==> config.mk <==
export PLATFORM = sky130hd
export DESIGN_NAME = fp_mul_norm_round
export DESIGN_NICKNAME = d
export VERILOG_FILES = /design/src/rtl/fp_mul_norm_round.sv
export SDC_FILE = /design/constraint.sdc
export NUM_CORES = 1
export LEC_CHECK = 0
export ABC_AREA = 1
export ABC_CLOCK_PERIOD_IN_PS = 4650
export BUFFER_PORTS_ARGS = -buffer_cell sky130_fd_sc_hd__buf_2
export CORE_MARGIN = 2
export CORE_UTILIZATION = 45
export DETAILED_ROUTE_END_ITERATION = 16
export GPL_TIMING_DRIVEN = 0
export MAX_ROUTING_LAYER = met4
export PLACE_DENSITY = 0.73
export SLEW_MARGIN = 5
export SYNTH_ARGS = -nofsm -noshare
export SYNTH_HDL_FRONTEND = slang
export SYNTH_SLANG_ARGS = --single-unit
==> constraint.sdc <==
create_clock -name clk -period 4.65 [get_ports clk]
set_input_delay 0.93 -clock clk [delete_from_list [all_inputs] [get_ports clk]]
set_output_delay 0.93 -clock clk [all_outputs]
set_load 0.01 [all_outputs]
==> src/rtl/fp_mul_norm_round.sv <==
// fp_mul_norm_round
//   Back end of the iterative shift-add mantissa multiplier. Takes the raw
//   mantissa product, the product sign and the biased exponent sum. It shifts
//   the product left one bit per clock until the leading one reaches the top
//   bit, rounds to nearest-even and packs an IEEE-754 single-precision word.
//   Only one operation is in flight at a time.
//
// Ports
//   clk            clock, rising edge
//   reset          asynchronous active-high reset
//   in_valid       upstream product available
//   in_ready       block can accept a product (high only when idle)
//   in_sign        product sign
//   in_exp_sum     expA+expB-BIAS, 10-bit two's complement
//   in_prod        mantissa product; only bits [PW-1:0] are used
//   out_valid      result available (held until out_ready)
//   out_ready      downstream accepts the result
//   out_result     packed {sign, exponent, fraction}
//   out_overflow   result saturated to infinity
//   out_underflow  result flushed to zero
//   out_inexact    nonzero bits were discarded by rounding or flushing
module fp_mul_norm_round #(
  parameter int EXP_W  = 8,
  parameter int FRAC_W = 23,
  parameter int BIAS   = 127
) (
  input  logic                      clk,
  input  logic                      reset,
  input  logic                      in_valid,
  output logic                      in_ready,
  input  logic                      in_sign,
  input  logic [9:0]                in_exp_sum,
  input  logic [63:0]               in_prod,
  output logic                      out_valid,
  input  logic                      out_ready,
  output logic [EXP_W+FRAC_W:0]     out_result,
  output logic                      out_overflow,
  output logic                      out_underflow,
  output logic                      out_inexact
);

  localparam int MW = FRAC_W + 1;        // mantissa width incl. hidden bit
  localparam int PW = 2 * MW;            // meaningful product width
  localparam int CW = $clog2(PW);        // shift counter width
  localparam int EW = 12;                // internal signed exponent width
  // All-ones exponent of the IEEE format (reserved for Inf/NaN).
  localparam logic signed [EW-1:0] EXP_MAX = EW'(2 * BIAS + 1);

  typedef enum logic [1:0] {IDLE, NORM, ROUND, DONE} state_t;

  state_t                   state_reg;
  logic [PW-1:0]            m_reg;
  logic signed [EW-1:0]     e_reg;
  logic [CW-1:0]            cnt_reg;
  logic                     sign_reg;
  logic [EXP_W+FRAC_W:0]    result_reg;
  logic                     ovf_reg;
  logic                     unf_reg;
  logic                     inex_reg;

  // Rounding datapath, only meaningful while in ROUND.
  logic [MW-1:0]            kept;
  logic                     guard;
  logic                     sticky;
  logic                     round_up;
  logic [MW:0]              kept_inc;
  logic                     carry;
  logic signed [EW-1:0]     e_post;
  logic signed [EW-1:0]     e_load;
  logic                     unused_bits;

  assign e_load = {{(EW-10){in_exp_sum[9]}}, in_exp_sum} + EW'(1);

  // Product bits above PW carry no information; the top bit of the rounded
  // mantissa is the hidden one and is never packed.
  assign unused_bits = ^{in_prod[63:PW], kept_inc[MW-1]};

  always_comb begin
    kept     = m_reg[PW-1 -: MW];
    guard    = m_reg[PW-MW-1];
    sticky   = |m_reg[PW-MW-2:0];
    round_up = guard & (sticky | kept[0]);
    kept_inc = {1'b0, kept} + {{MW{1'b0}}, round_up};
    // A carry out means kept was all ones: the mantissa becomes 1.000...
    // (its fraction bits are already zero) and the exponent bumps by one.
    carry    = kept_inc[MW];
    e_post   = e_reg + $signed({{(EW-1){1'b0}}, carry});
  end

  always_ff @(posedge clk or posedge reset) begin
    if (reset) begin
      state_reg  <= IDLE;
      m_reg      <= '0;
      e_reg      <= '0;
      cnt_reg    <= '0;
      sign_reg   <= 1'b0;
      result_reg <= '0;
      ovf_reg    <= 1'b0;
      unf_reg    <= 1'b0;
      inex_reg   <= 1'b0;
    end else begin
      case (state_reg)
        IDLE: begin
          if (in_valid) begin
            m_reg    <= in_prod[PW-1:0];
            e_reg    <= e_load;
            sign_reg <= in_sign;
            cnt_reg  <= '0;
            if (in_prod[PW-1:0] == '0) begin
              result_reg <= {in_sign, {(EXP_W+FRAC_W){1'b0}}};
              ovf_reg    <= 1'b0;
              unf_reg    <= 1'b0;
              inex_reg   <= 1'b0;
              state_reg  <= DONE;
            end else begin
              state_reg  <= NORM;
            end
          end
        end
        NORM: begin
          // The counter test is a backstop only: a nonzero m always has its
          // leading one at the top by the time the counter reaches PW-1.
          if (m_reg[PW-1] || cnt_reg == CW'(PW - 1)) begin
            state_reg <= ROUND;
          end else begin
            m_reg   <= m_reg << 1;
            e_reg   <= e_reg - EW'(1);
            cnt_reg <= cnt_reg + CW'(1);
          end
        end
        ROUND: begin
          e_reg <= e_post;
          if (e_post >= EXP_MAX) begin
            result_reg <= {sign_reg, {EXP_W{1'b1}}, {FRAC_W{1'b0}}};
            ovf_reg    <= 1'b1;
            unf_reg    <= 1'b0;
            inex_reg   <= 1'b1;
          end else if (e_post <= 0) begin
            result_reg <= {sign_reg, {(EXP_W+FRAC_W){1'b0}}};
            ovf_reg    <= 1'b0;
            unf_reg    <= 1'b1;
            inex_reg   <= 1'b1;
          end else begin
            result_reg <= {sign_reg, e_post[EXP_W-1:0], kept_inc[FRAC_W-1:0]};
            ovf_reg    <= 1'b0;
            unf_reg    <= 1'b0;
            inex_reg   <= guard | sticky;
          end
          state_reg <= DONE;
        end
        DONE: begin
          if (out_ready) state_reg <= IDLE;
        end
        default: state_reg <= IDLE;
      endcase
    end
  end

  assign in_ready      = (state_reg == IDLE);
  assign out_valid     = (state_reg == DONE);
  assign out_result    = result_reg;
  assign out_overflow  = ovf_reg;
  assign out_underflow = unf_reg;
  assign out_inexact   = inex_reg;

endmodule

==> run_results.csv <==
group,metric,value,unit
die,start_util,45.7,%
timing,final_hold_viol_count,0,
yosys,synth_cells,930,
yosys,yosysWarningCount,0,
timing,tns,0,ps
placement,hpwlAfterDp,13.6,mm
yosys,netlist_area,6560,sq um
setup_path,start_kind,"flop",
power,p_clk_share,14.5,%
clocking,cts_buffer_depth,2,
yosys,synth_seq_cells,104,
timing,max_freq,253,MHz
clocking,cts_setup_buffers,0,
setup_path,critPathKind,"flop to flop",
setup_path,ff2ff_path_depth,22,
power,internal_power,2590,uW
power,leakagePower,0.00378,uW
clocking,cts_made_buffers,9,
yosys,synthFlopType,"dfrtp_1",
die,ios,116,
layout,fin_nets,1130,
power,combPwrFrac,53.7,%
worst_hold_path,min_from,"out_result[2]$_DFFE_PP0P_",
yosys,synth_edf_count,0,
yosys,synth-seq-area-share,39.6,%
yosys,yosysMostFrequentCell,"nand2_1",
timing,setup_viol,0,
setup_path,crit_path_end_kind,"flop",
setup_path,r2r_end,"out_result[19]$_DFFE_PP0P_",
clocking,cts_tree,"done",
worst_hold_path,worstHoldPathType,"flop to flop",
power,power.total,5040,uW
global_routing,grt_overflow,0,
clocking,cts-htree-levels,3,
placement,dpl_cell_area,7320,sq um
yosys,yosys.cell_types.count,42,
route,drt_iter0_markers,518,
timing,whs,475,ps
worst_hold_path,holdPathStages,2,
clocking,cts.sinks,104,
yosys,synth_top_area_share,39.6,%
clocking,ctsRootBufferMaster,"clkbuf_16",
timing,fin_crit,3950,ps
power,netSwitchingFraction,48.6,%
route,viasPerCell,5.27,
power,switching_power,2450,uW
yosys,synthTopCellsByCount,"nand2_1 (272), dfrtp_1 (104), inv_1 (102)",
layout,diodes,0,
layout,syn_to_final_growth,15.9,%
clocking,clkTransAtPathRegs,70,ps
die,core_area,14400,sq um
route,wl,17.5,mm
global_routing,grtUsageTotal,23.8,%
yosys,async_flop_share,100,%
die,dieArea,15600,sq um
setup_path,cp_cell_sequence,"nand2_1 -> inv_1 -> ha_1 -> nand2_1 -> nor3_2 -> nand2_1 -> inv_1 -> nand3_1 -> nor2_1 -> nand3_1 -> nor3_1 -> ha_1 -> nand3_1 -> nor2_2 -> nand3_1 -> nand2_1 -> nand2_1 -> o21bai_1 -> nand2_1 -> buf_2 -> nand4_1 -> nand2_1",
route,route.detailed.drc,0,
global_routing,antenna_found_initial,0,
setup_path,critPathMaxStageDelay,430,ps
layout,largest_reg_flops,48,
route,wl_per_cell,14.3,um
route,first_pass_iters,5,
power,seq_power_share,31.8,%
layout,final_area,7600,sq um
setup_path,crit_fanout,10,
timing,clock_skew,7.54,ps
timing,fin_crit_sh,85.0,%
power,ir_drop,0.000324,V
setup_path,crit_top_cell,"nand2_1",
die,dieWidth,125,um
global_routing,grt_max_degree,69,
global_routing,grt_pass1_wl,29.5,mm
setup_path,worst_ep_required_time,4890,ps
yosys,syn_area_per_cell,7.06,sq um
clocking,clock_latency,360,ps
die,die_h,125,um
yosys,synth_nets,1019,
power,cellPowerDensity,662,nW/um^2
timing,slew_violations,0,
die,num_rows,44,
placement,gp_congestion,0.942,
clocking,ctsHoldBuffers,0,
timing,worstMarginPinSlew,567,ps
timing,slew_headroom,61.9,%
clocking,post_cts_resized,0,
run_status,status,"completed",
setup_path,ff2ff_setup_slack,700,ps
yosys,synth_area_leader_cell,"dfrtp_1",
route,ant_nets,0,
setup_path,critical-path-slowest-cell,"dfrtp_1",
layout,drive_gt1_share,15.4,%
global_routing,first_global_vias,6106,
run,maxCapViolations,0,
worst_hold_path,min_to,"out_result[2]$_DFFE_PP0P_",
setup_path,crit_arrival,4190,ps
setup_path,r2r-start,"m_reg[23]$_DFFE_PP0P_",
route,vias,6483,
placement,io_buffers,99,
yosys,yosys-top-cells-area,"dfrtp_1 (40%), nand2_1 (16%), inv_1 (5.8%)",
timing,rsz0062_at_grt,"no",
-- worst max path at each step --
stage                           from                    endpoint
2_1_floorplan                  reset      cnt_reg[0]$_DFFE_PP0P_
3_3_place_gp                   reset   out_result[8]$_DFFE_PP0P_
3_5_place_dp   m_reg[23]$_DFFE_PP0P_  out_result[19]$_DFFE_PP0P_
4_1_cts        m_reg[23]$_DFFE_PP0P_  out_result[19]$_DFFE_PP0P_
5_1_grt        m_reg[23]$_DFFE_PP0P_  out_result[25]$_DFFE_PP0P_
6_report       m_reg[23]$_DFFE_PP0P_  out_result[19]$_DFFE_PP0P_
-- kinds of logic after synthesis --
family                     share of synthesized area, %
and+or+nand+nor                                    32.7
DFF                                                39.6
AOI/OAI and AO/OA                                  14.4
buffers and inverters                              8.84
muxes                                             0.172
adders and majority gates                          1.91
xor gates and xnor gates                           2.27
-- cell type report --
cell class / instances / area [sq um]
Timing Repair Buffer: 100 / 523
Clock inverter: 4 / 28.8
Sequential cell: 104 / 2600
Fill cell: 1392 / 6760
Buffer: 36 / 171
Tap cell: 184 / 230
Clock buffer: 12 / 256
Inverter: 109 / 412
Multi-Input combinational cell: 681 / 3380
-- critical path, delay by kind of cell, from the launching register on --
kind | cells | cell delay (ps)
flops | 1 | 430
compound gates | 1 | 230
buf+inv | 3 | 440
fa+ha+maj | 2 | 440
simple gates | 16 | 2280
-- per-layer routing --
layer  part of all wire, %  up-vias  global-route usage, %
met4                   1.6        0                   6.08
met2                    44      213                   35.9
met5                     0        -                      -
met3                   6.3       24                   4.64
met1                    48     2962                   33.1
li1                      -     3284                      -
-- layout by cell type (no fill, tap or decap), types with 3 or more instances in the layout --
cell       instances
o21ai_0           74
clkbuf_16          9
o211ai_1          42
a31oi_1            8
inv_1            101
buf_2            113
inv_2              6
xor2_1            16
o21ai_1            5
nor3_1            14
nor2_1            94
nor2_4             4
clkbuf_1          17
nand4_1           35
a21oi_1           14
buf_1              3
nand2_2            7
ha_1              10
nand3_1           60
dfrtp_1          104
nand2_1          272
a22oi_1            3
-- power groups by stage --
stage	clock [uW]	sequential, uW	combinational (uW)
floorplan	0	1590	1910
global route	780	1650	3070
global placement	0	1600	2620
CTS	743	1600	2680
finish	732	1600	2700
detailed placement	0	1610	2670
-- through the flow --
step	std cells	util (%)	setup slack [ps]
after floorplan	930	-	988
after CTS	1230	52.9	714
after global routing	1230	52.9	184
after global placement	1213	50.7	-371
final	1230	52.9	698
after detailed placement	1214	50.9	735
Note: power is estimated with default switching activity, not from simulation.
